### src/rtl/ptp_bridge_pkg.sv
// Shared PTP bridge types: per-beat segment info carried in tuser.
package ptp_bridge_pkg;

    localparam int BYTESVLD_W = 7;

    typedef struct packed {
        logic                  sop;
        logic                  eop;
        logic [BYTESVLD_W-1:0] bytesvld;
        logic [3:0]            port_id;
        logic [2:0]            pri;
    } SEGMENT_INFO_S;

    localparam int SEGMENT_INFO_WIDTH = $bits(SEGMENT_INFO_S);

endpackage

### src/rtl/ipbb_popcount.sv
// Population count of a byte-enable vector.
module ipbb_popcount #(
    parameter int IN_W  = 64,
    parameter int CNT_W = 7
) (
    input  logic [IN_W-1:0]  bits,
    output logic [CNT_W-1:0] cnt
);

    always_comb begin
        cnt = '0;
        for (int i = 0; i < IN_W; i++) begin
            cnt = cnt + CNT_W'(bits[i]);
        end
    end

endmodule

### src/rtl/igr_wadj_seg_merge.sv
// Ingress width adapter: packs narrow segmented beats into SOP-aligned wide words.
// Optional protocol checker enabled by IGR_WADJ_SEG_MERGE_ERR_CHK_EN.
module igr_wadj_seg_merge
    import ptp_bridge_pkg::*;
#(
    parameter int IN_TDATA_WIDTH     = 128,
    parameter int IN_NUM_SEG         = 2,
    parameter int OUT_TDATA_WIDTH    = 512,
    parameter int USERMETADATA_WIDTH = 1
) (
    input  logic                                                 clk,
    input  logic                                                 rst,
    input  logic                                                 in_tvalid,
    output logic                                                 in_tready,
    input  logic [IN_NUM_SEG-1:0][IN_TDATA_WIDTH/IN_NUM_SEG-1:0] in_tdata,
    input  logic [IN_TDATA_WIDTH/8-1:0]                          in_tkeep,
    input  logic                                                 in_tlast,
    input  logic [USERMETADATA_WIDTH-1:0]                        in_tuser_usermetadata,
    input  SEGMENT_INFO_S                                        in_tuser_segment_info,
    output logic                                                 out_tvalid,
    input  logic                                                 out_tready,
    output logic [OUT_TDATA_WIDTH-1:0]                           out_tdata,
    output logic [OUT_TDATA_WIDTH/8-1:0]                         out_tkeep,
    output logic                                                 out_tlast,
    output logic [USERMETADATA_WIDTH-1:0]                        out_tuser_usermetadata,
    output SEGMENT_INFO_S                                        out_tuser_segment_info,
    output logic                                                 err_sticky
);

    localparam int RATIO   = OUT_TDATA_WIDTH / IN_TDATA_WIDTH;
    localparam int IDX_W   = $clog2(RATIO);
    localparam int IKEEP_W = IN_TDATA_WIDTH / 8;
    localparam int OKEEP_W = OUT_TDATA_WIDTH / 8;

    typedef enum logic {ACCUM, HOLD} state_t;

    state_t                          state_q, state_d;
    logic [IDX_W-1:0]                beat_idx;
    logic                            pkt_open;
    logic [OUT_TDATA_WIDTH-1:0]      acc_data;
    logic [OKEEP_W-1:0]              acc_keep;
    logic [USERMETADATA_WIDTH-1:0]   acc_meta;
    SEGMENT_INFO_S                   acc_seg;
    logic                            acc_sop;

    logic                            accept;
    logic                            close;
    logic                            first_beat;
    logic [OUT_TDATA_WIDTH-1:0]      word_data;
    logic [OKEEP_W-1:0]              word_keep;
    logic [BYTESVLD_W-1:0]           word_cnt;
    logic [USERMETADATA_WIDTH-1:0]   word_meta;
    SEGMENT_INFO_S                   word_seg;

    // Ready never looks at in_tvalid; a held word frees its slot only on out_tready.
    assign in_tready  = !rst && (state_q == ACCUM || out_tready);
    assign accept     = in_tvalid && in_tready;
    assign first_beat = (beat_idx == '0);
    assign close      = accept &&
                        (beat_idx == IDX_W'(RATIO - 1) || in_tlast);
    assign out_tvalid = (state_q == HOLD);

    always_comb begin
        word_data = acc_data |
            ({{(OUT_TDATA_WIDTH-IN_TDATA_WIDTH){1'b0}}, in_tdata}
             << (int'(beat_idx) * IN_TDATA_WIDTH));
        word_keep = acc_keep |
            ({{(OKEEP_W-IKEEP_W){1'b0}}, in_tkeep}
             << (int'(beat_idx) * IKEEP_W));
    end

    ipbb_popcount #(
        .IN_W  (OKEEP_W),
        .CNT_W (BYTESVLD_W)
    ) u_popcount (
        .bits (word_keep),
        .cnt  (word_cnt)
    );

    always_comb begin
        word_meta         = first_beat ? in_tuser_usermetadata : acc_meta;
        word_seg          = first_beat ? in_tuser_segment_info : acc_seg;
        word_seg.sop      = first_beat ? !pkt_open : acc_sop;
        word_seg.eop      = in_tlast;
        word_seg.bytesvld = word_cnt;
    end

    always_comb begin
        state_d = state_q;
        unique case (state_q)
            ACCUM: if (close) state_d = HOLD;
            HOLD:  if (out_tready && !close) state_d = ACCUM;
            default: state_d = ACCUM;
        endcase
    end

    always_ff @(posedge clk) begin
        if (rst) begin
            state_q                <= ACCUM;
            beat_idx               <= '0;
            pkt_open               <= 1'b0;
            acc_data               <= '0;
            acc_keep               <= '0;
            acc_meta               <= '0;
            acc_seg                <= '0;
            acc_sop                <= 1'b0;
            out_tdata              <= '0;
            out_tkeep              <= '0;
            out_tlast              <= 1'b0;
            out_tuser_usermetadata <= '0;
            out_tuser_segment_info <= '0;
        end else begin
            state_q <= state_d;
            if (accept) begin
                pkt_open <= !in_tlast;
                if (close) begin
                    beat_idx               <= '0;
                    acc_data               <= '0;
                    acc_keep               <= '0;
                    out_tdata              <= word_data;
                    out_tkeep              <= word_keep;
                    out_tlast              <= in_tlast;
                    out_tuser_usermetadata <= word_meta;
                    out_tuser_segment_info <= word_seg;
                end else begin
                    beat_idx <= beat_idx + 1'b1;
                    acc_data <= word_data;
                    acc_keep <= word_keep;
                    if (first_beat) begin
                        acc_meta <= in_tuser_usermetadata;
                        acc_seg  <= in_tuser_segment_info;
                        acc_sop  <= !pkt_open;
                    end
                end
            end
        end
    end

`ifdef IGR_WADJ_SEG_MERGE_ERR_CHK_EN
    logic keep_contig;
    logic err_hit;
    logic err_q;

    // Contiguous-from-bit-0 means keep+1 shares no set bit with keep.
    assign keep_contig = ((in_tkeep & (in_tkeep + IKEEP_W'(1))) == '0);
    assign err_hit     = accept &&
                         ((in_tuser_segment_info.sop && pkt_open) ||
                          !keep_contig ||
                          (!in_tlast && !(&in_tkeep)));

    always_ff @(posedge clk) begin
        if (rst) begin
            err_q <= 1'b0;
        end else if (err_hit) begin
            err_q <= 1'b1;
        end
    end

    assign err_sticky = err_q;
`else
    assign err_sticky = 1'b0;
`endif

endmodule

### config.mk
export PLATFORM = sky130hd
export DESIGN_NAME = igr_wadj_seg_merge
export DESIGN_NICKNAME = d
export VERILOG_FILES = /design/src/rtl/ptp_bridge_pkg.sv /design/src/rtl/ipbb_popcount.sv /design/src/rtl/igr_wadj_seg_merge.sv
export SDC_FILE = /design/constraint.sdc
export NUM_CORES = 2
export LEC_CHECK = 0
export ABC_CLOCK_PERIOD_IN_PS = 7800
export BUFFER_PORTS_ARGS = -buffer_cell sky130_fd_sc_hd__buf_2
export CAP_MARGIN = 20
export CORE_ASPECT_RATIO = 1.25
export CORE_MARGIN = 3
export CORE_UTILIZATION = 51
export CTS_CLUSTER_SIZE = 20
export DETAILED_ROUTE_END_ITERATION = 10
export HOLD_SLACK_MARGIN = 0.12
export PLACE_DENSITY = 0.79
export RECOVER_POWER = 25
export SLEW_MARGIN = 5
export SYNTH_ARGS = -nofsm -noshare
export SYNTH_HDL_FRONTEND = slang
export SYNTH_HIERARCHICAL = 1
export SYNTH_SLANG_ARGS = --single-unit
### constraint.sdc
create_clock -name clk -period 7.8 [get_ports clk]
set_clock_uncertainty 0.05 [all_clocks]
set_input_delay 0.78 -clock clk [delete_from_list [all_inputs] [get_ports clk]]
set_output_delay 0.78 -clock clk [all_outputs]
set_load 0.005 [all_outputs]
==> results.yml <==
floorplanning:
  fp.coreArea_um2: 92200
  die_area_um2: 97500
  die_h_um: 348
  fp.dieW_um: 280
  rows: 124
  ios: 763
  initial_core_util_pct: 51.9
worst_setup_path:
  cp.arrival_ns: 7.84
  path_class: "flip-flop to flip-flop"
  critPathMaxFanout: 33
  startpoint_type: "flip-flop"
  critPathCaptureType: "flip-flop"
  reg2reg_depth: 23
  cp.required_ns: 8.31
timing:
  drv_slew: 0
  setup-violations-final: 0
  hold_viol: 0
  fin_tns_setup_ns: 0
  tightest_slew_ns: 1.30
  max_freq_ghz: 0.136
  relSlewSlack_pct: 13.6
  min_period_ns: 7.33
  timing.final.crit_share_pct: 94.0
  rsz0062_at_grt: "no"
cts:
  clock-root-buffer: "clkbuf_16"
  numCtsBuffers: 110
  cts.sinks: 1182
  clk_pin_slew_ns: 0.06
  cts_buffer_depth: 3
  cts_tree: "done"
  post-cts-setup-buffers: 0
  insertion_delay_ns: 0.69
  hold_buffers: 0
  ctsResizeCount: 0
  cts_max_level: 3
grt:
  track_usage_pct: 29.6
  grt_max_degree: 243
  gr-total-overflow: 0
  grt_pass1_vias: 40300
  grt_first_pass_wirelength_um: 236000
  antenna_found_initial: 20
pwr:
  power_density_nw_per_um2: 259
  p_leak_nw: 18.8
  ir_drop_mv: 0.222
synth:
  synth_area_per_cell_um2: 9.20
  synth-main-ff-cell: "dfxtp_1"
  synth-edff-count: 0
  ys_warn_count: 6
  netlist_area_um2: 47800
  synthCells: 5197
  synth_seq_cells: 1182
  ys_seq_area_share_pct: 49.5
  synth_cell_types: 45
  ys_async_sr_fraction_pct: 0
  synth_nets: 5434
placed_design:
  portBuffers: 752
  gp_congestion: 0.868
  place_area_um2: 50300
  dp.final_hpwl_um: 91600
  placed_cells: 6402
drt:
  dr.pass1.iters: 8
  drcViolationCount: 0
  vias: 44000
  routed_via_density: 6.64
  drt_wl_total_um: 153000
  ant_nets: 0
  drt_iter0_drc: 5115
  routedWlPerCell_um: 23.1
layout:
  mostFrequentLayoutCells: "1182 x dfxtp_1, 587 x a211oi_1, 585 x a31oi_1"
  area_growth_pct: 12.8
  nets: 5555
  final_common_cell: "dfxtp_1"
  drive_gt1_share_pct: 12.7
  fin_area_um2: 53900
  fin_cells: 6623
status:
  outcome: "finished, final reports clean"
min_path:
  whs_path_depth: 2
  min_path_type: "input port to flip-flop"
run:
  cap_viol_max_count: 0
[layer usage]
layer / GRT usage [%] / part of all wire [%] / vias to the layer above / routed length, um
li1: - / - / 20000 / -
met2: 45.9 / 47 / 2112 / 71300
met5: 0 / 0.0085 / - / 13
met1: 38.4 / 39 / 21500 / 59700
met4: 16.8 / 5.7 / 2 / 8790
met3: 6.13 / 8.8 / 381 / 13500
[logic make-up after synthesis]
| logic type | after synthesis | share of synthesized area, % |
|---|---|---|
| muxes | 16 | 0.353 |
| buffers and inverters | 957 | 8.41 |
| adders and majority gates | 71 | 2.71 |
| DFF | 1182 | 49.5 |
| and+or+nand+nor | 606 | 4.95 |
| xor gates and xnor gates | 2 | 0.0366 |
| other | 1 | 0.00784 |
| AOI/OAI and AO/OA | 2362 | 34.1 |
[sequential cells by signal (all words and copies together), names as in the netlist]
register,flops
beat_idx,2
acc_seg,7
out_tuser_usermetadata,1
out_tvalid,1
out_tdata,512
acc_sop,1
out_tkeep,64
acc_meta,1
pkt_open,1
out_tuser_segment_info,16
acc_data,512
acc_keep,64
[path summary, 6_finish.rpt]
path	startpoint	endpoint	slack (ns)
max reg2reg	beat_idx[0]	out_tuser_segment_info[13]	0.47
min	in_tuser_segment_info[4]	acc_seg[4]	0.32
max	beat_idx[0]	out_tuser_segment_info[13]	0.47
min reg2reg	acc_data[151]	acc_data[151]	0.42
[power breakdown]
| group | switching [mW] | internal (mW) |
|---|---|---|
| combinational | 1.15 | 0.657 |
| clock | 2.41 | 3.37 |
| sequential | 0.140 | 6.24 |
[worst max-delay path, cell delays in order (launching register included)]
cell      delay (ns)
dfxtp_1         0.56
and2_4          0.48
a21oi_1         0.15
inv_1           0.07
inv_1           0.05
fa_1            0.49
fa_1            0.52
inv_1           0.07
fa_1            0.49
inv_1           0.06
fa_1            0.56
inv_1           0.07
fa_1            0.47
inv_1           0.05
fa_1            0.52
fa_1            0.43
fa_1            0.50
inv_1           0.05
ha_1            0.24
fa_1            0.50
a211o_1         0.34
a21oi_1         0.14
o21bai_1        0.08
mux2_2          0.26
[synth_stat cells (2+ instances only)]
library cell  number  area [um2]
a211oi_1         587        4410
inv_1            159         597
nor2b_1           11        68.8
mux2i_1            9        90.1
buf_1             89         334
a31oi_1          585        3660
clkbuf_1         379        1420
nor2_1           580        2180
ha_1              17         213
a31o_2             8        70.1
buf_4              3        22.5
nand2b_1           3        18.8
buf_2            326        1630
o21ai_0            3        15.0
dfxtp_1         1182       23700
a21oi_1          583        2920
a21o_1             2        15.0
nand4_1            2        12.5
a41oi_1          576        5040
fa_1              54        1080
mux2_2             7        78.8
a311oi_1           9        78.8
[cell type report]
type	instances	area [um2]
inverter	159	597
sequential	1182	23700
multi-input combinational	3058	20200
timing repair buffer	807	4030
clock buffer	158	3200
clock inverter	44	723
antenna	18	45.0
fill	7929	38200
tap	1197	1500
[per-stage QoR]
step,power (mW),util [%],hold slack [ns],worst slack [ns]
floorplan,7.74,-,0.391,0.963
detailed placement,8.30,54.6,0.408,0.527
global route,14.5,58.5,0.292,0.177
CTS,14.0,58.9,0.270,0.502
finish,14.0,58.5,0.317,0.470
global placement,8.24,54.6,0.400,0.621
No activity file was read; power rests on OpenSTA's default activity.
